### src/rtl/mem_responder.sv
// mem_responder: single-port storage behind a request/acknowledge handshake.
// A request accepted in IDLE waits a fixed number of cycles. The access then
// completes, and the block reports completion with a one-cycle ack.
module mem_responder #(
  parameter int DATA_W      = 8,
  parameter int ADDR_W      = 4,
  parameter int WAIT_CYCLES = 2
) (
  input  logic              clk,
  input  logic              rst,
  input  logic              valid,
  input  logic              rw,
  input  logic [ADDR_W-1:0] addr,
  input  logic [DATA_W-1:0] wdata,
  output logic [DATA_W-1:0] rdata,
  output logic              ack,
  output logic              busy,
  output logic [7:0]        txn_count
);

  localparam int DEPTH = 1 << ADDR_W;
  localparam int CNT_W = 4;

  typedef enum logic [1:0] {
    S_IDLE = 2'd0,
    S_WAIT = 2'd1,
    S_RESP = 2'd2
  } state_t;

  state_t              r_state;
  state_t              w_next;
  logic                r_rw;
  logic [ADDR_W-1:0]   r_addr;
  logic [DATA_W-1:0]   r_wdata;
  logic [CNT_W-1:0]    r_wait_cnt;
  logic [DATA_W-1:0]   r_mem [DEPTH];
  logic [DATA_W-1:0]   r_rdata;
  logic                r_ack;
  logic                r_busy;
  logic [7:0]          r_txn_count;
  logic                w_accept;
  logic                w_wait_done;

  // The request is taken only in IDLE. The access completes on the last WAIT edge.
  assign w_accept    = (r_state == S_IDLE) && valid;
  assign w_wait_done = (r_state == S_WAIT) && (r_wait_cnt == '0);

  // State register.
  // NOTE: clocked state uses non-blocking (<=) so every register samples pre-edge values.
  always_ff @(posedge clk) begin
    if (rst) r_state <= S_IDLE;
    else     r_state <= w_next;
  end

  // Next-state logic.
  // NOTE: defaulting w_next first keeps this block purely combinational (no latch).
  always_comb begin
    w_next = r_state;
    case (r_state)
      S_IDLE:  if (valid) w_next = S_WAIT;
      S_WAIT:  if (r_wait_cnt == '0) w_next = S_RESP;
      S_RESP:  w_next = S_IDLE;
      default: w_next = S_IDLE;
    endcase
  end

  // Capture the request and run the wait-state counter.
  always_ff @(posedge clk) begin
    if (rst) begin
      r_rw       <= 1'b0;
      r_addr     <= '0;
      r_wdata    <= '0;
      r_wait_cnt <= '0;
    end else if (w_accept) begin
      r_rw       <= rw;
      r_addr     <= addr;
      r_wdata    <= wdata;
      r_wait_cnt <= CNT_W'(WAIT_CYCLES - 1);
    end else if ((r_state == S_WAIT) && (r_wait_cnt != '0)) begin
      r_wait_cnt <= r_wait_cnt - 1'b1;
    end
  end

  // Storage: a write commits on the edge that leaves WAIT.
  // NOTE: storage is reset explicitly because reset must read back as zero;
  // this also prevents the array from mapping onto a RAM macro.
  always_ff @(posedge clk) begin
    if (rst) begin
      for (int i = 0; i < DEPTH; i++) r_mem[i] <= '0;
    end else if (w_wait_done && !r_rw) begin
      r_mem[r_addr] <= r_wdata;
    end
  end

  // Read data: updated only on the completion of a read. It holds otherwise.
  always_ff @(posedge clk) begin
    if (rst)                     r_rdata <= '0;
    else if (w_wait_done && r_rw) r_rdata <= r_mem[r_addr];
  end

  // ack and busy are registered from the next state so they match the state exactly.
  always_ff @(posedge clk) begin
    if (rst) begin
      r_ack  <= 1'b0;
      r_busy <= 1'b0;
    end else begin
      r_ack  <= (w_next == S_RESP);
      r_busy <= (w_next != S_IDLE);
    end
  end

  // Completed-transaction counter. It counts on RESP exit and wraps naturally at 8 bits.
  always_ff @(posedge clk) begin
    if (rst)                    r_txn_count <= '0;
    else if (r_state == S_RESP) r_txn_count <= r_txn_count + 8'd1;
  end

  assign rdata     = r_rdata;
  assign ack       = r_ack;
  assign busy      = r_busy;
  assign txn_count = r_txn_count;

endmodule

### config.mk
export PLATFORM = sky130hd
export DESIGN_NAME = mem_responder
export DESIGN_NICKNAME = d
export VERILOG_FILES = /design/src/rtl/mem_responder.sv
export SDC_FILE = /design/constraint.sdc
export NUM_CORES = 1
export LEC_CHECK = 0
export CORE_ASPECT_RATIO = 1.4
export CORE_UTILIZATION = 54
export CTS_BUF_LIST = sky130_fd_sc_hd__clkbuf_4
export DETAILED_ROUTE_END_ITERATION = 6
export PLACE_DENSITY = 0.7
export RECOVER_POWER = 25
export SYNTH_ARGS = -nofsm -noshare
export SYNTH_HDL_FRONTEND = slang
export SYNTH_SLANG_ARGS = --single-unit
### constraint.sdc
create_clock -name clk -period 3.2 [get_ports clk]
set_clock_uncertainty 0.1 [all_clocks]
set_input_delay 0.64 -clock clk [delete_from_list [all_inputs] [get_ports clk]]
set_output_delay 0.64 -clock clk [all_outputs]
set_load 0.1 [all_outputs]
After elaboration in Yosys (flattened, before gate mapping)
Memories as Yosys holds them, arrays and structs flattened. A register that Yosys moved wholly into a read port is not among the register bits.
Index checks and enable logic that the tools add are counted.
Widths: inputs -> output; s select.
- bits in registers: 29
- memory bits (writable): 128
- bits of input ports: 16
- output and inout port bits: 18
- logic and storage cells: 41
- memories kept: 1
- memories (memory ; depth ; bits a word ; read ports ; clocked after memory_dff ; write ports ; RTL line ; RTL):
    r_mem ; 16 ; 8 ; 1 ; 1 ; 16 ; 36 ; logic [DATA_W-1:0] r_mem [DEPTH];
- $add $sub $neg: 2
- eq/ne operators: 3
- mux-type cells: 13
- reduce and logical (&&, ||, !) cells: 13
- operator list (cell ; number):
    $add 8x1->8 const B ; 1
    $mux 1 ; 8
    $mux 8 ; 1
    $reduce_or 8->1 ; 1
    $logic_and 1x1->1 ; 5
    $eq 2x2->1 const B ; 2
    $logic_not 4->1 ; 1
    $mux 2 ; 2
    $mux 4 ; 1
    $pmux 2 s2 ; 1
    $reduce_bool 2->1 ; 2
    $reduce_bool 4->1 ; 1
    $sub 4x1->4 const B ; 1
    $eq 2x1->1 const B ; 1
    $logic_not 2->1 ; 1
    $reduce_or 2->1 ; 1
    $logic_not 1->1 ; 1

Longest topological paths before layout
- depth after elaboration: 8
- depth in mapped cells: 7
- depth with buffers taken out: 5

Worst setup path before layout
OpenSTA, ideal clock, no wires.
- path kind: reg2reg
- start point: register r_wait_cnt[0]
- end point: memory r_mem[7][0] (enable)
- library setup time: 0.387 ns
- arrival time: 2.260 ns
- data required time: 2.713 ns
- slack: 0.454 ns
- cell stages (with the launch flop): 7
- path buffers: 1
- clock period less this slack: 2.746 ns
- cells stage by stage: dfxtp_1 > inv_1 > ha_1 > nor3b_1 > nand4_1 > buf_2 > o31ai_1
- RTL lines (item ; RTL line ; RTL):
    start: declaration ; 35 ; logic [CNT_W-1:0] r_wait_cnt;
    start signal: assignment ; 78 ; r_wait_cnt <= CNT_W'(WAIT_CYCLES - 1);
    start signal: assignment ; 80 ; r_wait_cnt <= r_wait_cnt - 1'b1;
    end: declaration ; 36 ;

==> impl_metrics.csv <==
group,metric,value,unit
power_and_ir_drop,p_sw_share,29.03,%
synth,synth_flop_cell,"edfxtp_1",
clock_tree,clk_path_buf_depth,2,
cells_and_area,finalInstanceArea,8367,sq um
clock_tree,hold_buffers,0,
routing,ant_nets,0,
grt,grt_start_max_net_pins,73,
power_and_ir_drop,power_frac_clock,27.0,%
critical_path,max_stage_delay,0.43,ns
critical_path,cp_data_arrival_time,3.05,ns
worst_hold_path,hold_depth,2,
cells_and_area,layout_common_cells,"128 x edfxtp_1, 70 x nor4_1, 37 x buf_4, 36 x dfxtp_1, 34 x nor3_1",
routing,vias,4956,
timing,fin_crit_sh,89.42,%
critical_path,crit_path_top_delay_cell,"clkbuf_2",
power_and_ir_drop,p_int,2888,uW
timing,rsz0062_at_grt,"false",
clock_tree,numCtsBuffers,17,
clock_tree,h-tree-depth,4,
grt,grt_pass1_vias,4783,
timing,setup_viol,0,
synth,syn-instance-count,552,
clock_tree,cts_tree,"yes",
timing,hold_violations,0,
worst_hold_path,hold_path_end,"txn_count[7]$_SDFFE_PP0N_",
critical_path,worst-path-max-fanout,36,
synth,netlist-cell-type-count,38,
synth,synth-async-reset-ratio,0,%
timing,max_freq,349.5,MHz
routing,vias_per_cell,6.378,
worst_hold_path,hold_path.class,"register to register",
flow_run,cap_violations,0,
critical_path,worstPathCellList,"inv_1, ha_1, nor3b_1, clkbuf_1, nand4_1, clkbuf_2, o21ai_0, buf_4",
synth,syn-num-nets,570,
critical_path,reg2reg_depth,8,
timing,finalSetupTns,0,ns
floorplanning,die_area,14610,sq um
routing,drtPass1Iterations,5,
clock_tree,cts_sinks,165,
cells_and_area,n_fill_cell,1088,
clock_tree,cts-resized-gates,0,
floorplanning,core,13850,sq um
cells_and_area,drive_gt1_share,24.03,%
grt,antenna_found_initial,1,
critical_path,cp-start-kind,"register",
clock_tree,path_clk_slew,0.15,ns
grt,grt_pass1_wl,26.23,mm
floorplanning,io_pins,34,
critical_path,r2r-start,"r_wait_cnt[0]$_SDFFE_PP0P_",
routing,drc_errors,0,
routing,wl_per_cell,21.43,um
worst_hold_path,hp-start,"txn_count[7]$_SDFFE_PP0N_",
floorplanning,rows,51,
clock_tree,cts_setup_buffers,0,
cells_and_area,finish.utilization,60.42,%
cells_and_area,layout.nets,596,
power_and_ir_drop,power_leakage,0.002566,uW
synth,avgSynthCellArea,13.82,sq um
synth,synth-edff-count,128,
clock_tree,clk_latency,0.56,ns
grt,gr-usage-all-layers,24.45,%
cells_and_area,final_common_cell,"edfxtp_1",
synth,ys_seq_elements,165,
power_and_ir_drop,ir_drop,0.1993,mV
floorplanning,die-width,102.4,um
power_and_ir_drop,power.switching,1181,uW
synth,ys_seq_area_share,60.10,%
power_and_ir_drop,p_per_area,486.3,nW/um^2
timing,maxSlewViolCount,0,
synth,yosysWarningCount,0,
placement,portBuffers,33,
power_and_ir_drop,seqPwrFrac,59.5,%
timing,period_needed,2.861,ns
outcome,status,"complete, no violations",
critical_path,end_kind,"register",
placement,place.detailed.hpwl,11.58,mm
routing,routed_wl,16.65,mm
routing,dr.first_iter.drc_count,377,
placement,placed_area,8197,sq um
critical_path,rr_endpoint,"r_mem[12][4]$_SDFFCE_PN0P_",
grt,grt-ovfl-total,0,
critical_path,worstPathRequired,3.39,ns
power_and_ir_drop,comb_power_share,13.5,%
floorplanning,initial_core_util,55.08,%
clock_tree,ctsRootBufferMaster,"clkbuf_4",
floorplanning,die_y,142.6,um
critical_path,crit_type,"register to register",
timing,slew_headroom,16.12,%
synth,syn_area,7627,sq um
placement,globalplace.congestion,0.8453,
timing,tightest_slew,1.258,ns
critical_path,rrSetupSlack,0.34,ns
cells_and_area,syn2layout_area_growth,9.695,%
## cell usage after synthesis, types with 4 or more instances
library cell    n  area (sq um)
mux4_2         32         720.7
o31ai_2         4         50.05
or4_1           5         37.54
edfxtp_1      128          3844
nand4_1         5         31.28
buf_1           6         22.52
o311ai_0        8         70.07
o221ai_1        8         70.07
mux2i_1        30         300.3
clkbuf_1       49         183.9
buf_2          10         50.05
nor2_1         18         67.56
or2_2           4         25.02
o21ai_0        10         50.05
a21oi_1        11         55.05
nor4_1         70         437.9
nor3_1         34         170.2
o31ai_1        10         75.07
dfxtp_1        37         740.7
inv_1          13         48.80
nand2_1         6         22.52
or3_1           4         25.02
nor4_2         26         325.3
## power groups by stage
stage	Combinational, uW	Sequential [uW]	Clock (uW)
5_1_grt	584	2430	1200
3_3_place_gp	537	2460	0
2_1_floorplan	370	2470	0
6_report	549	2420	1100
4_1_cts	554	2420	1120
3_5_place_dp	553	2470	0
## flip-flops by register name, summed over array words and instances, names as in the netlist
register / cells
r_mem: 128
r_wdata: 8
rdata: 8
txn_count: 8
r_addr: 4
r_wait_cnt: 4
r_state: 2
ack: 1
busy: 1
r_rw: 1
## cells by family after synthesis
group	count (synthesis)	synth area share, %
AO/OA/AOI/OAI	53	5.053
XOR/XNOR	1	0.1149
adder cells (fa/ha/maj)	2	0.3280
buffers and inverters	82	4.495
flip-flops	165	60.11
multiplexers	62	13.39
AND/OR/NAND/NOR	187	16.52
## critical path: cells and delay by family (launching register included)
kind,cells,cell delay [ns]
fa+ha+maj,1,0.19
simple gates,2,0.46
buf+inv,4,1.05
compound gates,1,0.42
flops,1,0.36
## how the worst max path moves through the flow
stage,from,end,cells after the start
3_5_place_dp,rst,r_mem[0][7]$_SDFFCE_PN0P_,4
2_1_floorplan,r_wait_cnt[0]$_SDFFE_PP0P_,r_mem[7][0]$_SDFFCE_PN0P_,6
3_3_place_gp,rst,r_mem[2][0]$_SDFFCE_PN0P_,4
6_report,r_wait_cnt[0]$_SDFFE_PP0P_,r_mem[12][4]$_SDFFCE_PN0P_,8
4_1_cts,r_wait_cnt[0]$_SDFFE_PP0P_,r_mem[0][1]$_SDFFCE_PN0P_,6
5_1_grt,r_wait_cnt[0]$_SDFFE_PP0P_,r_mem[12][7]$_SDFFCE_PN0P_,8
## per-layer routing
layer / part of all wire [%] / vias to the layer above / wire length, um / GRT usage (%)
met5: 0 / - / 0 / 0
met1: 39 / 2464 / 6454 / 29.54
met2: 53 / 169 / 8877 / 41.93
li1: - / 2292 / - / -
met3: 4.5 / 31 / 750 / 4.356
met4: 3.4 / 0 / 567 / 11.43
## stage by stage
| step | power (uW) | setup WS, ns | hold slack [ns] | instances |
|---|---|---|---|---|
| floorplan | 2842 | 0.4536 | 0.3604 | 552 |
| global placement | 3001 | 0.3373 | 0.3644 | 744 |
| detailed placement | 3023 | 0.3237 | 0.3758 | 744 |
| CTS | 4091 | 0.4028 | 0.3953 | 776 |
| global route | 4216 | 0.1982 | 0.4335 | 777 |
| finish | 4069 | 0.3386 | 0.3905 | 777 |
## area by class of cell
| cell class | count | area, sq um | share of cell area (%) |
|---|---|---|---|
| flip-flops and latches | 165 | 4586 | 54.81 |
| multi-input cells | 305 | 2701 | 32.29 |
| repair buffers | 75 | 548.0 | 6.550 |
| well taps | 185 | 231.5 | 2.767 |
| clock buffers | 17 | 127.6 | 1.525 |
| clock inverters | 15 | 117.6 | 1.406 |
| inverters | 14 | 52.55 | 0.6281 |
| diodes | 1 | 2.502 | 0.02991 |
No activity file was read; power rests on OpenSTA's default activity.
